**src/rtl/id_pipe.sv**
```systemverilog
// id_pipe: MIPS decode stage with EX/MEM operand forwarding, load-use hazard
// detection and an integrated ID/EX pipeline register.
module id_pipe #(
  parameter int unsigned DW     = 32,
  parameter int unsigned RAW    = 5,
  parameter bit          FWD_EN = 1'b1
) (
  input  logic            clk,
  input  logic            rst,
  input  logic [31:0]     pc_i,
  input  logic [31:0]     inst_i,
  input  logic            inst_valid_i,
  input  logic [DW-1:0]   reg1_data_i,
  input  logic [DW-1:0]   reg2_data_i,
  input  logic            ex_wreg_i,
  input  logic [RAW-1:0]  ex_wd_i,
  input  logic [DW-1:0]   ex_wdata_i,
  input  logic            ex_is_load_i,
  input  logic            mem_wreg_i,
  input  logic [RAW-1:0]  mem_wd_i,
  input  logic [DW-1:0]   mem_wdata_i,
  input  logic            stall_i,
  input  logic            flush_i,
  output logic            reg1_read_o,
  output logic            reg2_read_o,
  output logic [RAW-1:0]  reg1_addr_o,
  output logic [RAW-1:0]  reg2_addr_o,
  output logic            stallreq_o,
  output logic [7:0]      aluop_o,
  output logic [2:0]      alusel_o,
  output logic [DW-1:0]   reg1_o,
  output logic [DW-1:0]   reg2_o,
  output logic [RAW-1:0]  wd_o,
  output logic            wreg_o,
  output logic [31:0]     pc_o,
  output logic            valid_o,
  output logic            inst_invalid_o
);

  localparam logic [5:0] OP_SPECIAL = 6'b000000;
  localparam logic [5:0] OP_ANDI    = 6'b001100;
  localparam logic [5:0] OP_ORI     = 6'b001101;
  localparam logic [5:0] OP_XORI    = 6'b001110;
  localparam logic [5:0] OP_LUI     = 6'b001111;

  localparam logic [5:0] FN_SLL = 6'b000000;
  localparam logic [5:0] FN_SRL = 6'b000010;
  localparam logic [5:0] FN_SRA = 6'b000011;
  localparam logic [5:0] FN_AND = 6'b100100;
  localparam logic [5:0] FN_OR  = 6'b100101;
  localparam logic [5:0] FN_XOR = 6'b100110;
  localparam logic [5:0] FN_NOR = 6'b100111;

  localparam logic [7:0] ALU_NOP = 8'h00;
  localparam logic [7:0] ALU_AND = 8'h24;
  localparam logic [7:0] ALU_OR  = 8'h25;
  localparam logic [7:0] ALU_XOR = 8'h26;
  localparam logic [7:0] ALU_NOR = 8'h27;
  localparam logic [7:0] ALU_SLL = 8'h7c;
  localparam logic [7:0] ALU_SRL = 8'h02;
  localparam logic [7:0] ALU_SRA = 8'h03;

  localparam logic [2:0] SEL_NOP   = 3'b000;
  localparam logic [2:0] SEL_LOGIC = 3'b001;
  localparam logic [2:0] SEL_SHIFT = 3'b010;

  logic [5:0]     op_s;
  logic [5:0]     funct_s;
  logic [RAW-1:0] rs_s;
  logic [RAW-1:0] rt_s;
  logic [RAW-1:0] rd_s;
  logic [DW-1:0]  imm_zext_s;
  logic [DW-1:0]  imm_lui_s;
  logic [DW-1:0]  imm_sa_s;

  logic [7:0]     dec_aluop_s;
  logic [2:0]     dec_alusel_s;
  logic           rd1_en_s;
  logic           rd2_en_s;
  logic [DW-1:0]  imm1_s;
  logic [DW-1:0]  imm2_s;
  logic [RAW-1:0] dec_wd_s;
  logic           dec_wreg_s;
  logic           dec_invalid_s;

  logic           ex_hit1_s;
  logic           ex_hit2_s;
  logic           mem_hit1_s;
  logic           mem_hit2_s;
  logic           haz1_s;
  logic           haz2_s;
  logic           stallreq_s;
  logic [DW-1:0]  opnd1_s;
  logic [DW-1:0]  opnd2_s;

  logic [7:0]     nxt_aluop_s;
  logic [2:0]     nxt_alusel_s;
  logic [DW-1:0]  nxt_reg1_s;
  logic [DW-1:0]  nxt_reg2_s;
  logic [RAW-1:0] nxt_wd_s;
  logic           nxt_wreg_s;
  logic [31:0]    nxt_pc_s;
  logic           nxt_valid_s;
  logic           nxt_invalid_s;

  logic [7:0]     aluop_r;
  logic [2:0]     alusel_r;
  logic [DW-1:0]  reg1_r;
  logic [DW-1:0]  reg2_r;
  logic [RAW-1:0] wd_r;
  logic           wreg_r;
  logic [31:0]    pc_r;
  logic           valid_r;
  logic           invalid_r;

  assign op_s       = inst_i[31:26];
  assign funct_s    = inst_i[5:0];
  assign rs_s       = RAW'(inst_i[25:21]);
  assign rt_s       = RAW'(inst_i[20:16]);
  assign rd_s       = RAW'(inst_i[15:11]);
  assign imm_zext_s = DW'(inst_i[15:0]);
  assign imm_lui_s  = DW'({inst_i[15:0], 16'h0000});
  assign imm_sa_s   = DW'(inst_i[10:6]);

  // Ungated operand priority: disabled -> immediate, r0 -> 0, then EX, MEM, regfile.
  function automatic logic [DW-1:0] pick_operand(
    input logic           en,
    input logic [RAW-1:0] addr,
    input logic [DW-1:0]  imm,
    input logic [DW-1:0]  rf_data,
    input logic           ex_hit,
    input logic [DW-1:0]  ex_data,
    input logic           mem_hit,
    input logic [DW-1:0]  mem_data
  );
    logic [DW-1:0] val;
    if (!en) val = imm;
    else if (addr == '0) val = '0;
    else if (FWD_EN && ex_hit) val = ex_data;
    else if (FWD_EN && mem_hit) val = mem_data;
    else val = rf_data;
    return val;
  endfunction

  // Instruction decode: operation, operand usage, immediates and destination.
  always_comb begin
    dec_aluop_s   = ALU_NOP;
    dec_alusel_s  = SEL_NOP;
    rd1_en_s      = 1'b0;
    rd2_en_s      = 1'b0;
    imm1_s        = '0;
    imm2_s        = '0;
    dec_wd_s      = '0;
    dec_wreg_s    = 1'b0;
    dec_invalid_s = 1'b0;
    case (op_s)
      OP_ORI, OP_ANDI, OP_XORI: begin
        dec_alusel_s = SEL_LOGIC;
        rd1_en_s     = 1'b1;
        imm2_s       = imm_zext_s;
        dec_wd_s     = rt_s;
        dec_wreg_s   = 1'b1;
        case (op_s)
          OP_ANDI: dec_aluop_s = ALU_AND;
          OP_XORI: dec_aluop_s = ALU_XOR;
          default: dec_aluop_s = ALU_OR;
        endcase
      end
      OP_LUI: begin
        dec_aluop_s  = ALU_OR;
        dec_alusel_s = SEL_LOGIC;
        imm1_s       = imm_lui_s;
        dec_wd_s     = rt_s;
        dec_wreg_s   = 1'b1;
      end
      OP_SPECIAL: begin
        case (funct_s)
          FN_OR, FN_AND, FN_XOR, FN_NOR: begin
            dec_alusel_s = SEL_LOGIC;
            rd1_en_s     = 1'b1;
            rd2_en_s     = 1'b1;
            dec_wd_s     = rd_s;
            dec_wreg_s   = 1'b1;
            case (funct_s)
              FN_AND:  dec_aluop_s = ALU_AND;
              FN_XOR:  dec_aluop_s = ALU_XOR;
              FN_NOR:  dec_aluop_s = ALU_NOR;
              default: dec_aluop_s = ALU_OR;
            endcase
          end
          FN_SLL, FN_SRL, FN_SRA: begin
            // Shifts by sa only: a nonzero rs field is not a supported encoding.
            if (inst_i[25:21] == 5'd0) begin
              dec_alusel_s = SEL_SHIFT;
              rd2_en_s     = 1'b1;
              imm1_s       = imm_sa_s;
              dec_wd_s     = rd_s;
              dec_wreg_s   = 1'b1;
              case (funct_s)
                FN_SRL:  dec_aluop_s = ALU_SRL;
                FN_SRA:  dec_aluop_s = ALU_SRA;
                default: dec_aluop_s = ALU_SLL;
              endcase
            end else begin
              dec_invalid_s = 1'b1;
            end
          end
          default: dec_invalid_s = 1'b1;
        endcase
      end
      default: dec_invalid_s = 1'b1;
    endcase
  end

  assign ex_hit1_s  = ex_wreg_i && (ex_wd_i == rs_s);
  assign ex_hit2_s  = ex_wreg_i && (ex_wd_i == rt_s);
  assign mem_hit1_s = mem_wreg_i && (mem_wd_i == rs_s);
  assign mem_hit2_s = mem_wreg_i && (mem_wd_i == rt_s);

  // Hazard detection: load-use always; without forwarding any pending write to a live source.
  always_comb begin
    haz1_s = rd1_en_s && ((ex_hit1_s && ex_is_load_i) ||
             (!FWD_EN && (rs_s != '0) && (ex_hit1_s || mem_hit1_s)));
    haz2_s = rd2_en_s && ((ex_hit2_s && ex_is_load_i) ||
             (!FWD_EN && (rt_s != '0) && (ex_hit2_s || mem_hit2_s)));
    if (inst_valid_i && !flush_i) begin
      stallreq_s = haz1_s || haz2_s;
    end else begin
      stallreq_s = 1'b0;
    end
  end

  assign opnd1_s = pick_operand(rd1_en_s, rs_s, imm1_s, reg1_data_i,
                                ex_hit1_s, ex_wdata_i, mem_hit1_s, mem_wdata_i);
  assign opnd2_s = pick_operand(rd2_en_s, rt_s, imm2_s, reg2_data_i,
                                ex_hit2_s, ex_wdata_i, mem_hit2_s, mem_wdata_i);

  // Next ID/EX contents: a bubble on flush, hazard or empty slot, else the decode.
  always_comb begin
    if (flush_i || stallreq_s || !inst_valid_i) begin
      nxt_aluop_s   = ALU_NOP;
      nxt_alusel_s  = SEL_NOP;
      nxt_reg1_s    = '0;
      nxt_reg2_s    = '0;
      nxt_wd_s      = '0;
      nxt_wreg_s    = 1'b0;
      nxt_pc_s      = 32'h0000_0000;
      nxt_valid_s   = 1'b0;
      nxt_invalid_s = 1'b0;
    end else begin
      nxt_aluop_s   = dec_aluop_s;
      nxt_alusel_s  = dec_alusel_s;
      nxt_reg1_s    = opnd1_s;
      nxt_reg2_s    = opnd2_s;
      nxt_wd_s      = dec_wd_s;
      nxt_wreg_s    = dec_wreg_s;
      nxt_pc_s      = pc_i;
      nxt_valid_s   = 1'b1;
      nxt_invalid_s = dec_invalid_s;
    end
  end

  // ID/EX register: flush overrides the downstream stall, which otherwise holds.
  always_ff @(posedge clk or negedge rst) begin
    if (!rst) begin
      aluop_r   <= ALU_NOP;
      alusel_r  <= SEL_NOP;
      reg1_r    <= '0;
      reg2_r    <= '0;
      wd_r      <= '0;
      wreg_r    <= 1'b0;
      pc_r      <= 32'h0000_0000;
      valid_r   <= 1'b0;
      invalid_r <= 1'b0;
    end else if (flush_i || !stall_i) begin
      aluop_r   <= nxt_aluop_s;
      alusel_r  <= nxt_alusel_s;
      reg1_r    <= nxt_reg1_s;
      reg2_r    <= nxt_reg2_s;
      wd_r      <= nxt_wd_s;
      wreg_r    <= nxt_wreg_s;
      pc_r      <= nxt_pc_s;
      valid_r   <= nxt_valid_s;
      invalid_r <= nxt_invalid_s;
    end
  end

  assign reg1_read_o    = rd1_en_s;
  assign reg2_read_o    = rd2_en_s;
  assign reg1_addr_o    = rs_s;
  assign reg2_addr_o    = rt_s;
  assign stallreq_o     = stallreq_s;
  assign aluop_o        = aluop_r;
  assign alusel_o       = alusel_r;
  assign reg1_o         = reg1_r;
  assign reg2_o         = reg2_r;
  assign wd_o           = wd_r;
  assign wreg_o         = wreg_r;
  assign pc_o           = pc_r;
  assign valid_o        = valid_r;
  assign inst_invalid_o = invalid_r;

endmodule
```
**config.mk**
```make
export PLATFORM = sky130hd
export DESIGN_NAME = id_pipe
export DESIGN_NICKNAME = d
export VERILOG_FILES = /design/src/rtl/id_pipe.sv
export SDC_FILE = /design/constraint.sdc
export NUM_CORES = 1
export LEC_CHECK = 0
export ABC_AREA = 1
export BUFFER_PORTS_ARGS = -buffer_cell sky130_fd_sc_hd__buf_2
export CORE_MARGIN = 1.5
export CORE_UTILIZATION = 43
export DETAILED_ROUTE_END_ITERATION = 10
export GPL_TIMING_DRIVEN = 1
export MAX_ROUTING_LAYER = met4
export PLACE_DENSITY = 0.74
export SYNTH_ARGS = -nofsm -noshare
export SYNTH_HDL_FRONTEND = slang
export SYNTH_SLANG_ARGS = --single-unit
```
**constraint.sdc**
```tcl
create_clock -name clk -period 1.7 [get_ports clk]
set_input_delay 0.425 -clock clk [delete_from_list [all_inputs] [get_ports clk]]
set_output_delay 0.425 -clock clk [all_outputs]
set_load 0.02 [all_outputs]
```
# --- Word level (Yosys, flattened, before mapping) ---
# Cells that the tools add are included.
# W data, S select, Z words.
totals:
  ff_bits: 115
  latchBits: 0
  ramBits: 0
  rom_bits: 0
  input_bits: 210
  output_inout_bits: 128
  wordCells: 90
  mem_count: 0
classes:
  n_addsub: 0
  multipliers: 0
  n_div: 0
  magnitude_cmp: 0
  eq_ne: 14
  shift: 0
  muxes: 43
  bitwise_logic: 0
  reduce_logical: 24
op_table:
  columns: ["operator", "n"]
  rows:
  - ["$mux W32", 11]
  - ["$pmux W32 S2", 1]
  - ["$pmux W7 S2", 2]
  - ["$eq A6 B4 Y1 const B", 4]
  - ["$eq A6 B6 Y1 const B", 4]
  - ["$pmux W8 S3", 1]
  - ["$eq A5 B5 Y1", 4]
  - ["$mux W5", 4]
  - ["$pmux W5 S2", 2]
  - ["$mux W16", 1]
  - ["$eq A6 B2 Y1 const B", 2]
  - ["$logic_not A6 Y1", 2]
  - ["$pmux W2 S2", 3]
  - ["$logic_not A5 Y1", 2]
  - ["$pmux W1 S2", 5]
  - ["$logic_and A1 B1 Y1", 9]
  - ["$mux W1", 8]
  - ["$mux W8", 1]
  - ["$reduce_or A4 Y1", 2]
  - ["$mux W7", 1]
  - ["$pmux W2 S3", 1]
  - ["$reduce_or A3 Y1", 2]
  - ["$logic_or A1 B1 Y1", 4]
  - ["$logic_not A1 Y1", 3]
  - ["2 further kinds", 2]

# --- Depth between registers and ports, before layout ---
logic_depth:
  depth_word: 10
  depth_mapped: 13
  depth_no_buf: 12

# --- Worst setup path after synthesis ---
# OpenSTA, ideal clock, no wires.
synth_path:
  path_type: "input port to output port"
  start: "input port inst_i[21]"
  end: "output port stallreq_o"
  arrival_time_ns: 1.469
  required_ns: 1.275
  setup_slack_ns: -0.194
  cell_stages: 7
  path_buffers: 0
  path_cell_list: "inv_1 > nand2_1 > nor2_2 > nand3_2 > nand2_2 > nand2_4 > a21oi_1"
synth_between:
  elab_chain_cells: 7
  elab_cells_between_ends: 11
  classes_between: "eq/ne: 1; mux: 4; reduce/logical: 6"
synth_rtl:
  columns: ["element", "line", "source"]
  rows:
  - ["start, declared", "11", "input logic [31:0] inst_i,"]
  - ["$logic_not A5 Y1", "193", "if (inst_i[25:21] == 5'd0) begin"]
  - ["$mux W1", "193", null]
  - ["$pmux W1 S2", "177", "case (funct_s)"]
  - ["$mux W1", "156", "case (op_s)"]
  - ["$logic_and A1 B1 Y1", "224", "haz2_s = rd2_en_s && ((ex_hit2_s && ex_is_load_i) ||"]
  - ["$logic_or A1 B1 Y1 *", "227", "stallreq_s = haz1_s || haz2_s;"]
  - ["$mux W1 *", "226", "if (inst_valid_i && !flush_i) begin"]
  - ["end, declared", "28", "output logic stallreq_o,"]
# Every way passes the cells marked *; elsewhere a longest branch is shown, timed or not.

# --- Final worst setup path ---
# Same ends and word-level chain as after synthesis.

==> impl_metrics.csv <==
group,metric,value,unit
outcome,status,"complete, but fails checks",
outcome,violations,"setup timing",
global_route,grt_pass1_wl,44.39,mm
timing,tightest_slew,564.3,ps
job,cap_violations,0,
drt,via_per_inst,5.085,
cts,cts.reportedPaths.clkPinSlew,80,ps
drt,vias,8965,
global_route,antenna_found_initial,10,
synth,avgSynthCellArea,6.288,um2
die,pin_count,338,
die,die_x,133.2,um
pwr,swShare,0.2994,
drt,final_antenna_net_count,0,
setup_path,rrSetupSlack,1020,ps
pwr,p_per_area,594.7,mW/mm2
setup_path,cp_data_arrival_time,1410,ps
setup_path,path_cells,"buf_6, inv_2, nand2_1, nand2_1, nor2_1, nand2_1, nor2_4, nand3_4, a21oi_2, buf_6",
die,die_h,133.2,um
die,placementRows,47,
placed_design,io_buffer_count,335,
setup_path,endpoint_kind,"output pin",
die,fp.coreArea,0.01658,mm2
setup_path,worstReg2RegStart,"reg2_o[20]$_DFFE_PN0P_",
setup_path,crit_slowest_cell,"nor2_4",
cts,clock-sinks,110,
cts,htree_levels,3,
setup_path,path_class,"primary input to output pin",
drt,wirelength,29.60,mm
global_route,track_usage,0.3347,
setup_path,cp_num_buf_inv,3,
finish,final.fill_count,1583,
finish,fin_util,0.6332,
setup_path,worst_ep_required_time,1270,ps
timing,slew_headroom,0.6238,
pwr,comb_power_share,0.208,
pwr,p_leak,6.045,nW
synth,synthTopCellsByArea,"dfrtp_1, nand2_1, nand3_1, nor2_1, inv_1",
finish,syn_to_final_growth,44.07,%
timing,setup_viol,3,
global_route,grt_pass1_vias,8451,
pwr,clock_power_share,0.365,
finish,nets,1737,
setup_path,cp_common_cell,"nand2_1",
global_route,grt_max_degree,67,
synth,yosysWarnings,0,
cts,clk_latency,360,ps
timing,fmax,544.4,MHz
finish,final_cells,1763,
synth,synth_top_area_share,0.3777,
cts,numCtsBuffers,9,
drt,drt_iter0_markers,679,
timing,hold_violations,0,
setup_path,timing.rr.end,"reg2_o[20]$_DFFE_PN0P_",
die,dieArea,0.01774,mm2
timing,slew_viol_final,0,
setup_path,path_delay_family,"simple AND/OR/NAND/NOR gates",
pwr,p_int,0.004375,W
synth,seq_area_frac_synth,0.3777,
cts,cts_tree,"built",
timing,period_share,1.081,
placed_design,place_congestion,0.9662,
cts,clk_path_buf_depth,2,
timing,finClkSkew,0,ps
cts,cts-root-buf,"clkbuf_16",
placed_design,pre_cts_slack,-348.6,ps
timing,rsz0062_at_grt,"yes",
pwr,p_seq_frac,0.428,
pwr,ir_drop,0.5031,mV
synth,syn_area,0.007288,mm2
synth,yosys.area.top_type,"dfrtp_1",
pwr,p_sw,0.001870,W
global_route,grt-ovfl-total,0,
placed_design,dp.cells,1724,
timing,worst_slack,-137.0,ps
synth,syn-instance-count,1159,
drt,wl_per_cell,16.79,um
drt,drc,0,
setup_path,cp_max_fo,4,
synth,ys_seq_elements,110,
timing,min_period,1837,ps
setup_path,startpoint_type,"primary input",
drt,firstDrtPassIters,5,
die,start_util,0.4395,
synth,ys_types,32,
setup_path,reg2regPathDepth,2,
min_path,min_path_type,"primary input to asynchronous set/reset pin",
setup_path,slowest_delay,190,ps
finish,drive_above_1_share,0.3375,
placed_design,hpwlAfterDp,22.81,mm
## power groups by stage
| stage | Combinational (W) | Clock (W) | Sequential (W) |
|---|---|---|---|
| 2_1_floorplan | 0.000476 | 0 | 0.00277 |
| 3_3_place_gp | 0.00119 | 0 | 0.00272 |
| 3_5_place_dp | 0.00119 | 0 | 0.00272 |
| 4_1_cts | 0.00125 | 0.00231 | 0.00267 |
| 5_1_grt | 0.00141 | 0.00241 | 0.00268 |
| 6_report | 0.00130 | 0.00228 | 0.00267 |
## through the flow
stage               hold slack (ps)  setup TNS (ps)  power, W  instance area [um2]
floorplan                     129.4          -56.42  0.003251                 7321
global placement              458.6          -30880  0.003910                 9712
detailed placement            459.6          -30880  0.003915                 9712
CTS                           79.10          -135.5  0.006235                10300
global route                  95.50          -944.1  0.006498                10500
finish                        70.91          -218.9  0.006244                10500
## logic make-up after synthesis
logic type | after synthesis | share of synthesized area
buf+inv | 179 | 0.1090
flops | 110 | 0.3777
compound gates | 136 | 0.09683
simple gates | 733 | 0.4160
other cells | 1 | 0.0005145
## cells in the mapped netlist (all sizes together)
library cell and number:
nand4 2, a21oi 58, o21ai 70, nand3b 1
inv 95, a22oi 5, nor3 3, clkbuf 42
conb 1, a21boi 1, nand3 145, nand2 431
a31oi 2, buf 42, dfrtp 110, nor2 151
## worst reg2reg max path, cell delays in order (launching register included)
cell and delay (ps):
dfrtp_1 410, nand2_1 70, o21ai_0 80
## sequential cells by signal, indices dropped and copies added (netlist names)
name and flops:
pc_o 32, reg1_o 32, reg2_o 32, wd_o 5, aluop_o 4, alusel_o 2, inst_invalid_o 1, valid_o 1
wreg_o 1
## placed cells by master (no fill, tap or decap), types with 3 or more instances in the layout
| cell | instances |
|---|---|
| a22oi_1 | 5 |
| nand2_4 | 3 |
| nand3_1 | 136 |
| buf_12 | 13 |
| o21ai_1 | 22 |
| nand3_2 | 4 |
| dfrtp_1 | 110 |
| nor2_2 | 7 |
| diode_2 | 11 |
| buf_6 | 25 |
| nor2_1 | 133 |
| nor2_4 | 11 |
| o21ai_0 | 46 |
| buf_4 | 86 |
| inv_1 | 77 |
| buf_8 | 5 |
| a21oi_1 | 56 |
| clkbuf_16 | 10 |
| inv_4 | 5 |
| nand2_1 | 420 |
| nand2_2 | 8 |
| nand3_4 | 5 |
| buf_2 | 310 |
| inv_2 | 13 |
## how the worst max path moves through the flow
stage,startpoint,end,slack [ps],depth (start not counted)
6_report,inst_i[21],stallreq_o,-140,10
2_1_floorplan,inst_i[28],stallreq_o,-60,6
4_1_cts,ex_wd_i[3],stallreq_o,-140,10
3_5_place_dp,inst_i[16],stallreq_o,-350,10
3_3_place_gp,inst_i[16],stallreq_o,-360,10
5_1_grt,inst_i[22],stallreq_o,-180,10
## area by class of cell
class | count | area [um2] | area share
Multi-Input combinational cell | 871 | 3921 | 0.3734
Timing Repair Buffer | 440 | 2839 | 0.2704
Tap cell | 220 | 275.3 | 0.02622
Antenna cell | 11 | 27.53 | 0.002622
Inverter | 95 | 369.1 | 0.03515
Clock inverter | 6 | 86.33 | 0.008222
Clock buffer | 10 | 229.0 | 0.02181
Sequential cell | 110 | 2753 | 0.2622
## layer usage
| layer | part of all wire | routed length [um] | global-route usage |
|---|---|---|---|
| met1 | 0.40 | 11780 | 0.3921 |
| met5 | 0 | 0 | - |
| met3 | 0.079 | 2335 | 0.06507 |
| met2 | 0.49 | 14600 | 0.5735 |
| met4 | 0.030 | 890 | 0.1214 |
## what timing repair did
action,in CTS,in global routing
endpoints found under the setup margin,3,45
cloned,0,2
setup buffers,7,6
hold buffers,0,0
gates resized for setup,72,35
pin swaps,30,17
No activity file was read; power rests on OpenSTA's default activity.
